===== src/rtl/mtl_frame_scheduler.sv =====
// Double-buffered frame scheduler: requests image loads into the back buffer and swaps at end of frame.
// Optional macro MTL_SCHED_WRAP_EN makes gestures wrap around the image ring instead of being dropped.
module mtl_frame_scheduler #(
   parameter int unsigned NUM_IMG      = 8,
   parameter int unsigned IDX_W        = 3,
   parameter int unsigned LOAD_TIMEOUT = 32'd4194304
) (
   input  logic             iCLK,
   input  logic             iRST_n,
   input  logic             iEnd_Frame,
   input  logic             iGest_E,
   input  logic             iGest_W,
   input  logic             iLoad_Done,
   output logic             oLoad_Req,
   output logic [IDX_W-1:0] oLoad_Idx,
   output logic             oLoad_Buf,
   output logic             oDisp_Buf,
   output logic [IDX_W-1:0] oDisp_Idx,
   output logic             oLoading,
   output logic             oErr
);

   localparam int unsigned CNT_W = (LOAD_TIMEOUT > 2) ? $clog2(LOAD_TIMEOUT) : 1;
   localparam logic [IDX_W-1:0] LAST_IDX = IDX_W'(NUM_IMG - 1);
   localparam logic [CNT_W-1:0] CNT_LAST = CNT_W'(LOAD_TIMEOUT - 1);
`ifdef MTL_SCHED_WRAP_EN
   localparam logic WRAP_EN = 1'b1;
`else
   localparam logic WRAP_EN = 1'b0;
`endif

   typedef enum logic [2:0] {BOOT, IDLE, REQ, LOAD, WAIT_EOF} state_t;

   state_t           state, state_d;
   logic             load_req, load_req_d;
   logic [IDX_W-1:0] load_idx, load_idx_d;
   logic             load_buf, load_buf_d;
   logic             disp_buf, disp_buf_d;
   logic [IDX_W-1:0] disp_idx, disp_idx_d;
   logic             loading, loading_d;
   logic             err, err_d;
   logic             pend_valid, pend_valid_d;
   logic             pend_east, pend_east_d;
   logic [CNT_W-1:0] cnt, cnt_d;

   logic             gest_one;
   logic             sel_valid, sel_east, sel_ok;
   logic [IDX_W-1:0] sel_idx;

   assign gest_one = iGest_E ^ iGest_W;

   // Neighbour selection: a live gesture beats the pending one; targets always use the shown index
   always_comb begin
      sel_valid = 1'b0;
      sel_east  = 1'b0;
      if (gest_one) begin
         sel_valid = 1'b1;
         sel_east  = iGest_E;
      end else if (pend_valid) begin
         sel_valid = 1'b1;
         sel_east  = pend_east;
      end
      if (sel_east) begin
         sel_ok  = (disp_idx != LAST_IDX) || WRAP_EN;
         sel_idx = (disp_idx == LAST_IDX) ? '0 : disp_idx + IDX_W'(1);
      end else begin
         sel_ok  = (disp_idx != '0) || WRAP_EN;
         sel_idx = (disp_idx == '0) ? LAST_IDX : disp_idx - IDX_W'(1);
      end
   end

   always_comb begin
      state_d      = state;
      load_req_d   = 1'b0;
      load_idx_d   = load_idx;
      load_buf_d   = load_buf;
      disp_buf_d   = disp_buf;
      disp_idx_d   = disp_idx;
      loading_d    = loading;
      err_d        = err;
      pend_valid_d = pend_valid;
      pend_east_d  = pend_east;
      cnt_d        = cnt;

      if (state != IDLE && gest_one) begin
         pend_valid_d = 1'b1;
         pend_east_d  = iGest_E;
      end

      case (state)
         BOOT: begin
            state_d    = REQ;
            load_req_d = 1'b1;
            load_idx_d = '0;
            cnt_d      = '0;
         end
         IDLE: begin
            if (sel_valid) begin
               if (sel_ok) begin
                  state_d      = REQ;
                  load_req_d   = 1'b1;
                  load_idx_d   = sel_idx;
                  cnt_d        = '0;
                  pend_valid_d = 1'b0;
               end else if (!gest_one) begin
                  // an unreachable pending target is consumed; a dropped live gesture leaves it alone
                  pend_valid_d = 1'b0;
               end
            end
         end
         REQ: begin
            state_d = LOAD;
            cnt_d   = cnt + CNT_W'(1);
         end
         LOAD: begin
            if (iLoad_Done) begin
               state_d = WAIT_EOF;
            end else if (cnt == CNT_LAST) begin
               err_d   = 1'b1;
               state_d = IDLE;
            end else begin
               cnt_d = cnt + CNT_W'(1);
            end
         end
         WAIT_EOF: begin
            if (iEnd_Frame) begin
               disp_buf_d = ~disp_buf;
               load_buf_d = disp_buf;
               disp_idx_d = load_idx;
               loading_d  = 1'b0;
               state_d    = IDLE;
            end
         end
         default: state_d = BOOT;
      endcase
   end

   always_ff @(posedge iCLK or negedge iRST_n) begin
      if (!iRST_n) begin
         state      <= BOOT;
         load_req   <= 1'b0;
         load_idx   <= '0;
         load_buf   <= 1'b1;
         disp_buf   <= 1'b0;
         disp_idx   <= '0;
         loading    <= 1'b1;
         err        <= 1'b0;
         pend_valid <= 1'b0;
         pend_east  <= 1'b0;
         cnt        <= '0;
      end else begin
         state      <= state_d;
         load_req   <= load_req_d;
         load_idx   <= load_idx_d;
         load_buf   <= load_buf_d;
         disp_buf   <= disp_buf_d;
         disp_idx   <= disp_idx_d;
         loading    <= loading_d;
         err        <= err_d;
         pend_valid <= pend_valid_d;
         pend_east  <= pend_east_d;
         cnt        <= cnt_d;
      end
   end

   assign oLoad_Req = load_req;
   assign oLoad_Idx = load_idx;
   assign oLoad_Buf = load_buf;
   assign oDisp_Buf = disp_buf;
   assign oDisp_Idx = disp_idx;
   assign oLoading  = loading;
   assign oErr      = err;

endmodule


===== config.mk =====
export PLATFORM = sky130hd
export DESIGN_NAME = mtl_frame_scheduler
export DESIGN_NICKNAME = d
export VERILOG_FILES = /design/src/rtl/mtl_frame_scheduler.sv
export SDC_FILE = /design/constraint.sdc
export NUM_CORES = 1
export LEC_CHECK = 0
export ABC_AREA = 1
export CAP_MARGIN = 25
export CORE_MARGIN = 2
export CORE_UTILIZATION = 66
export CTS_BUF_LIST = sky130_fd_sc_hd__clkbuf_8
export DETAILED_ROUTE_END_ITERATION = 6
export GPL_ROUTABILITY_DRIVEN = 0
export HOLD_SLACK_MARGIN = 0.02
export PLACE_DENSITY = 0.88
export SLEW_MARGIN = 20
export SYNTH_ARGS = -nofsm -noshare
export SYNTH_HDL_FRONTEND = slang
export SYNTH_SLANG_ARGS = --single-unit
export TNS_END_PERCENT = 50

===== constraint.sdc =====
create_clock -name iCLK -period 2.8 [get_ports iCLK]
set_input_delay 0.7 -clock iCLK [delete_from_list [all_inputs] [get_ports iCLK]]
set_output_delay 0.7 -clock iCLK [all_outputs]
set_load 0.05 [all_outputs]

# Word level (Yosys, flattened, before mapping)
# Cells that the tools add are included.
# totals
out_inout_bits	11
register_bits	38
in_bits	6
# op_classes
muxes	30
n_reduce_logical	11
eq_ne	14
add_sub_neg	3
n_bitwise	3
# ops
operator	n
$mux W22	4
$pmux W22 S4	1
$mux W3	10
$add A22 B1 Y22 const B	1
$eq A22 B22 Y1 const B	1
$pmux W3 S5	1
$mux W1	12
$ne A2 B2 Y1 const B	5
$eq A3 B2 Y1 const B	2
$eq A3 B3 Y1 const B	2
$logic_not A3 Y1	2
$ne A3 B3 Y1 const B	2
$pmux W3 S2	1
$reduce_and A3 Y1	2
$reduce_and A5 Y1	1
$reduce_and A4 Y1	1
$reduce_bool A4 Y1	1
$add A3 B1 Y3 const B	1
$eq A3 B1 Y1 const B	1
$ne A3 B1 Y1 const B	1
$reduce_bool A3 Y1	1
$sub A3 B1 Y3 const B	1
$not A1 Y1	2
$pmux W1 S2	1
other kinds (4)	4

# Depth between registers and ports, before layout
# depth
ltp_word	7
mapped_depth	12
ltp_nobuf	11

# Worst setup path after synthesis
# OpenSTA, ideal clock, no wires.
# synth_timing
path_kind	flip-flop to flip-flop
start	reg disp_idx[0], in the netlist oDisp_Idx[0]
end	reg cnt[2]
stages_incl_launch_ff	13
arrival_ns	1.880
t_required_ns	2.735
slack_ns	0.855
path_cell_list	dfrtp_1 -> inv_1 -> ha_1 -> inv_1 -> nor2_1 -> nand3_1 -> nand3_1 -> nand2_2 -> nand2_2 -> nor2_4 -> buf_12 -> nand2_1 -> nand2_1
# synth_between
elab_chain_len	4
elab_cells_between_ends	5
classes_between	eq/ne: 2; mux: 1; reduce/logical: 2
# synth_lines
item	line_no	rtl
start, declared	39	logic [IDX_W-1:0] disp_idx, disp_idx_d;
start signal, assigned	157	disp_idx <= disp_idx_d;
$ne A3 B3 Y1 / $reduce_bool A3 Y1 (equally long branches)	64, 67	
$mux W1 *	63	if (sel_east) begin
$ne A2 B2 Y1 (no line) *	-	
$reduce_and A5 Y1 (no line) *	-	
end signal, assigned	162	cnt <= cnt_d;
end, declared	44	logic [CNT_W-1:0] cnt, cnt_d;
# Mark *: on every way between the ends. The rest lies on a longest branch, timed or not.
# A chain may end at the register's enable or synchronous reset.

# Final worst setup path
# layout_timing
start	reg loading, in the netlist oLoading
end	out oLoading
# layout_lines
item	line_no	rtl
start, declared	40	logic loading, loading_d;
start signal, assigned	158	loading <= loading_d;
end, declared	19	output logic oLoading,
# No word-level cell between the ends.

==> run_results.csv <==
group,metric,value,unit
worst_setup_path,worstSetupPathType,"reg -> out",
global_route,grt_max_degree,39,
worst_setup_path,path_buf_inv,1,
placement,dp_slack,0.3318,ns
floorplan,rows,21,
worst_setup_path,critPathCaptureType,"output pin",
worst_setup_path,r2r_cells,11,
sta,setup_violations,0,
pwr,clock_power_share,24.2,%
floorplan,die_width,64.36,µm
synth,synth-edff-count,0,
worst_hold_path,min_from,"oLoading$_DFFE_PN1P_",
detailed_routing,routed_wl,5.128,mm
global_route,grt_pass1_vias,2125,
detailed_routing,drt_iter0_markers,184,
worst_setup_path,r2r-start,"cnt[0]$_DFFE_PN0P_",
worst_setup_path,reg2reg_setup_slack,0.73,ns
worst_setup_path,cp_cell_sequence,"clkdlybuf4s50_1",
detailed_routing,ant_nets,0,
floorplan,num_io_pins,17,
worst_setup_path,path_max_fanout,2,
floorplan,initial_core_util,70.40,%
worst_setup_path,slowest_stage,"clkdlybuf4s50_1",
placement,hpwlAfterDp,3.498,mm
finish,layoutNonFillerInstCount,403,
sta,setup_slack,0.4690,ns
pwr,p_sw,1.025,mW
synth,synth_area,2405,µm²
synth,synth_top_cell_by_area,"dfrtp_1",
global_route,grt_use_total,29.71,%
synth,syn_inst,338,
worst_hold_path,holdPathEnd,"oLoading$_DFFE_PN1P_",
detailed_routing,drt_first_pass_iters,4,
sta,drv_slew,0,
sta,fin_setup_tns,0,ns
run_status,outcome,"finished, final reports clean",
pwr,power.share.sequential,32.4,%
pwr,power_leakage,1.292,nW
worst_setup_path,crit_family,"buffers and inverters",
clock_network,cts_buffer_depth,2,
worst_setup_path,critical_path.max_stage_delay,0.80,ns
finish,fin_util,79.08,%
clock_network,htree_levels,2,
clock_network,clock_latency,0.30,ns
sta,fmax,429.0,MHz
pwr,power_frac_comb,43.4,%
synth,synth_area_leaders,"dfrtp_1 (37%), nand2_1 (21%), nor2_1 (8.6%), inv_1 (4.2%), nand3_1 (3.7%)",
finish,finalNetCount,367,
placement,dp_cells,395,
synth,synth_top_area_share,37.46,%
clock_network,cts_tree,"built",
synth,synthesis.nets,349,
clock_network,cts_num_sinks,38,
synth,synth-seq-area-share,39.65,%
floorplan,die_h,64.36,µm
synth,syn_avg_cell_area,7.115,µm²
pwr,powerDensity,866.9,nW/µm²
synth,ys_types,29,
run,cap_viol_max_count,0,
synth,yosys_warnings,0,
clock_network,clockRootBuffer,"clkbuf_8",
detailed_routing,viasPerCell,5.285,
finish,num_antenna_cells,0,
synth,synthFlopType,"dfrtp_1",
pwr,switching_share,43.79,%
worst_hold_path,holdPathStages,2,
pwr,intPower,1.316,mW
finish,nFillCells,255,
global_route,grt-ovfl-total,0,
sta,hold_violations,0,
global_route,antenna_found_initial,0,
detailed_routing,routed-via-count,2130,
clock_network,cts.reportedPaths.clkPinSlew,0.08,ns
synth,async_reset_ff_share,100.0,%
sta,fin_skew,0.004971,ns
sta,tightest_slew,0.8104,ns
synth,synth.most_common_cell,"nand2_1",
detailed_routing,wl_per_cell,12.72,µm
sta,period_share,83.25,%
clock_network,hold_buffers,0,
worst_setup_path,cp.arrival,1.63,ns
pwr,ir_drop,0.8304,mV
floorplan,core,3416,µm²
floorplan,die-area,4142,µm²
worst_hold_path,hold_path_class,"reg -> reg",
finish,seq_area,953.4,µm²
finish,area_delta_synth_final,12.33,%
synth,ys_ff_latch,38,
sta,max_slew_margin,45.98,%
clock_network,numCtsBuffers,5,
sta,period_needed,2.331,ns
sta,rsz0062_at_grt,"false",
worst_setup_path,rr_endpoint,"cnt[2]$_DFFE_PN0P_",
synth,yosys-top-cells-count,"nand2_1 (133), nor2_1 (55), dfrtp_1 (36), inv_1 (27), nand3_1 (18)",
clock_network,post_cts_buffers,0,
finish,multi_input_area,1281,µm²
detailed_routing,drc,0,
worst_setup_path,startpoint_type,"register",
clock_network,cts.repair.resized,0,
finish,drive_above_1_share,10.36,%
placement,port_buffers,16,
global_route,grt_pass1_wl,9.542,mm
worst_setup_path,required,2.10,ns
## cell families (layout without fill, tap and decap cells)
family	Yosys count	count (layout)	synth area share, %
xor+xnor	15	15	5.463
buf+inv	35	54	7.076
simple gates	230	230	41.52
mux	1	1	0.4682
flops	38	38	39.65
fa+ha+maj	5	5	2.601
compound gates	14	14	3.226
## cells in the final DEF, fill, tap and decap left out, drive strengths merged
master and n:
buf 2, a21oi 5, dfstp 2, o21ai 7
clkinv 1, nand3 20, nor3 3, nand2 145
or2 1, clkdlybuf4s50 15, mux2 1, nor3b 1
xnor2 5, a31o 1, nand4 1, nor2 59
xor2 10, bufinv 2, a22o 1, clkbuf 5
inv 29, dfrtp 36, ha 5
## final cells by class
class | count | area share, %
Clock inverter | 3 | 2.547
Inverter | 29 | 4.030
Sequential cell | 38 | 35.29
Tap cell | 46 | 2.131
Clock buffer | 5 | 2.547
Multi-Input combinational cell | 265 | 47.43
Timing Repair Buffer | 17 | 6.021
## worst max path at each step
| stage | start | end | slack, ns | cells after the start |
|---|---|---|---|---|
| floorplan | oDisp_Idx[0]$_DFFE_PN0P_ | cnt[2]$_DFFE_PN0P_ | 0.86 | 12 |
| global placement | iGest_W | cnt[7]$_DFFE_PN0P_ | 0.45 | 12 |
| detailed placement | iGest_W | cnt[2]$_DFFE_PN0P_ | 0.33 | 12 |
| CTS | oLoading$_DFFE_PN1P_ | oLoading | 0.46 | 1 |
| global route | iGest_W | cnt[11]$_DFFE_PN0P_ | 0.43 | 12 |
| finish | oLoading$_DFFE_PN1P_ | oLoading | 0.47 | 1 |
## power groups by stage
stage,Clock [mW],Sequential [mW],Combinational (mW)
after floorplan,0,0.944,0.623
after global placement,0,0.761,0.970
after detailed placement,0,0.769,1.00
after CTS,0.570,0.759,1.02
after global routing,0.595,0.776,1.11
final,0.567,0.760,1.02
## registers in the layout, indices dropped and copies added, names as in the netlist
register,flops
oLoad_Req,1
cnt,22
oErr,1
pend_valid,1
pend_east,1
state,3
oDisp_Idx,3
oLoad_Buf,1
oDisp_Buf,1
oLoad_Idx,3
oLoading,1
## metrics by stage
step	instance area [µm²]	hold WS [ns]	power, mW
after floorplan	2405	0.4044	1.567
after global placement	2564	0.4388	1.731
after detailed placement	2564	0.4575	1.774
after CTS	2701	0.4707	2.346
after global routing	2701	0.4793	2.476
final	2701	0.4672	2.342
## per-layer routing
metal / part of all wire [%] / global-route usage [%]
met5: 0 / 0
met4: 1.9 / 9.574
met3: 4.7 / 6.514
met2: 49 / 49.74
met1: 45 / 38.36
Note: power is estimated with default switching activity, not from simulation.
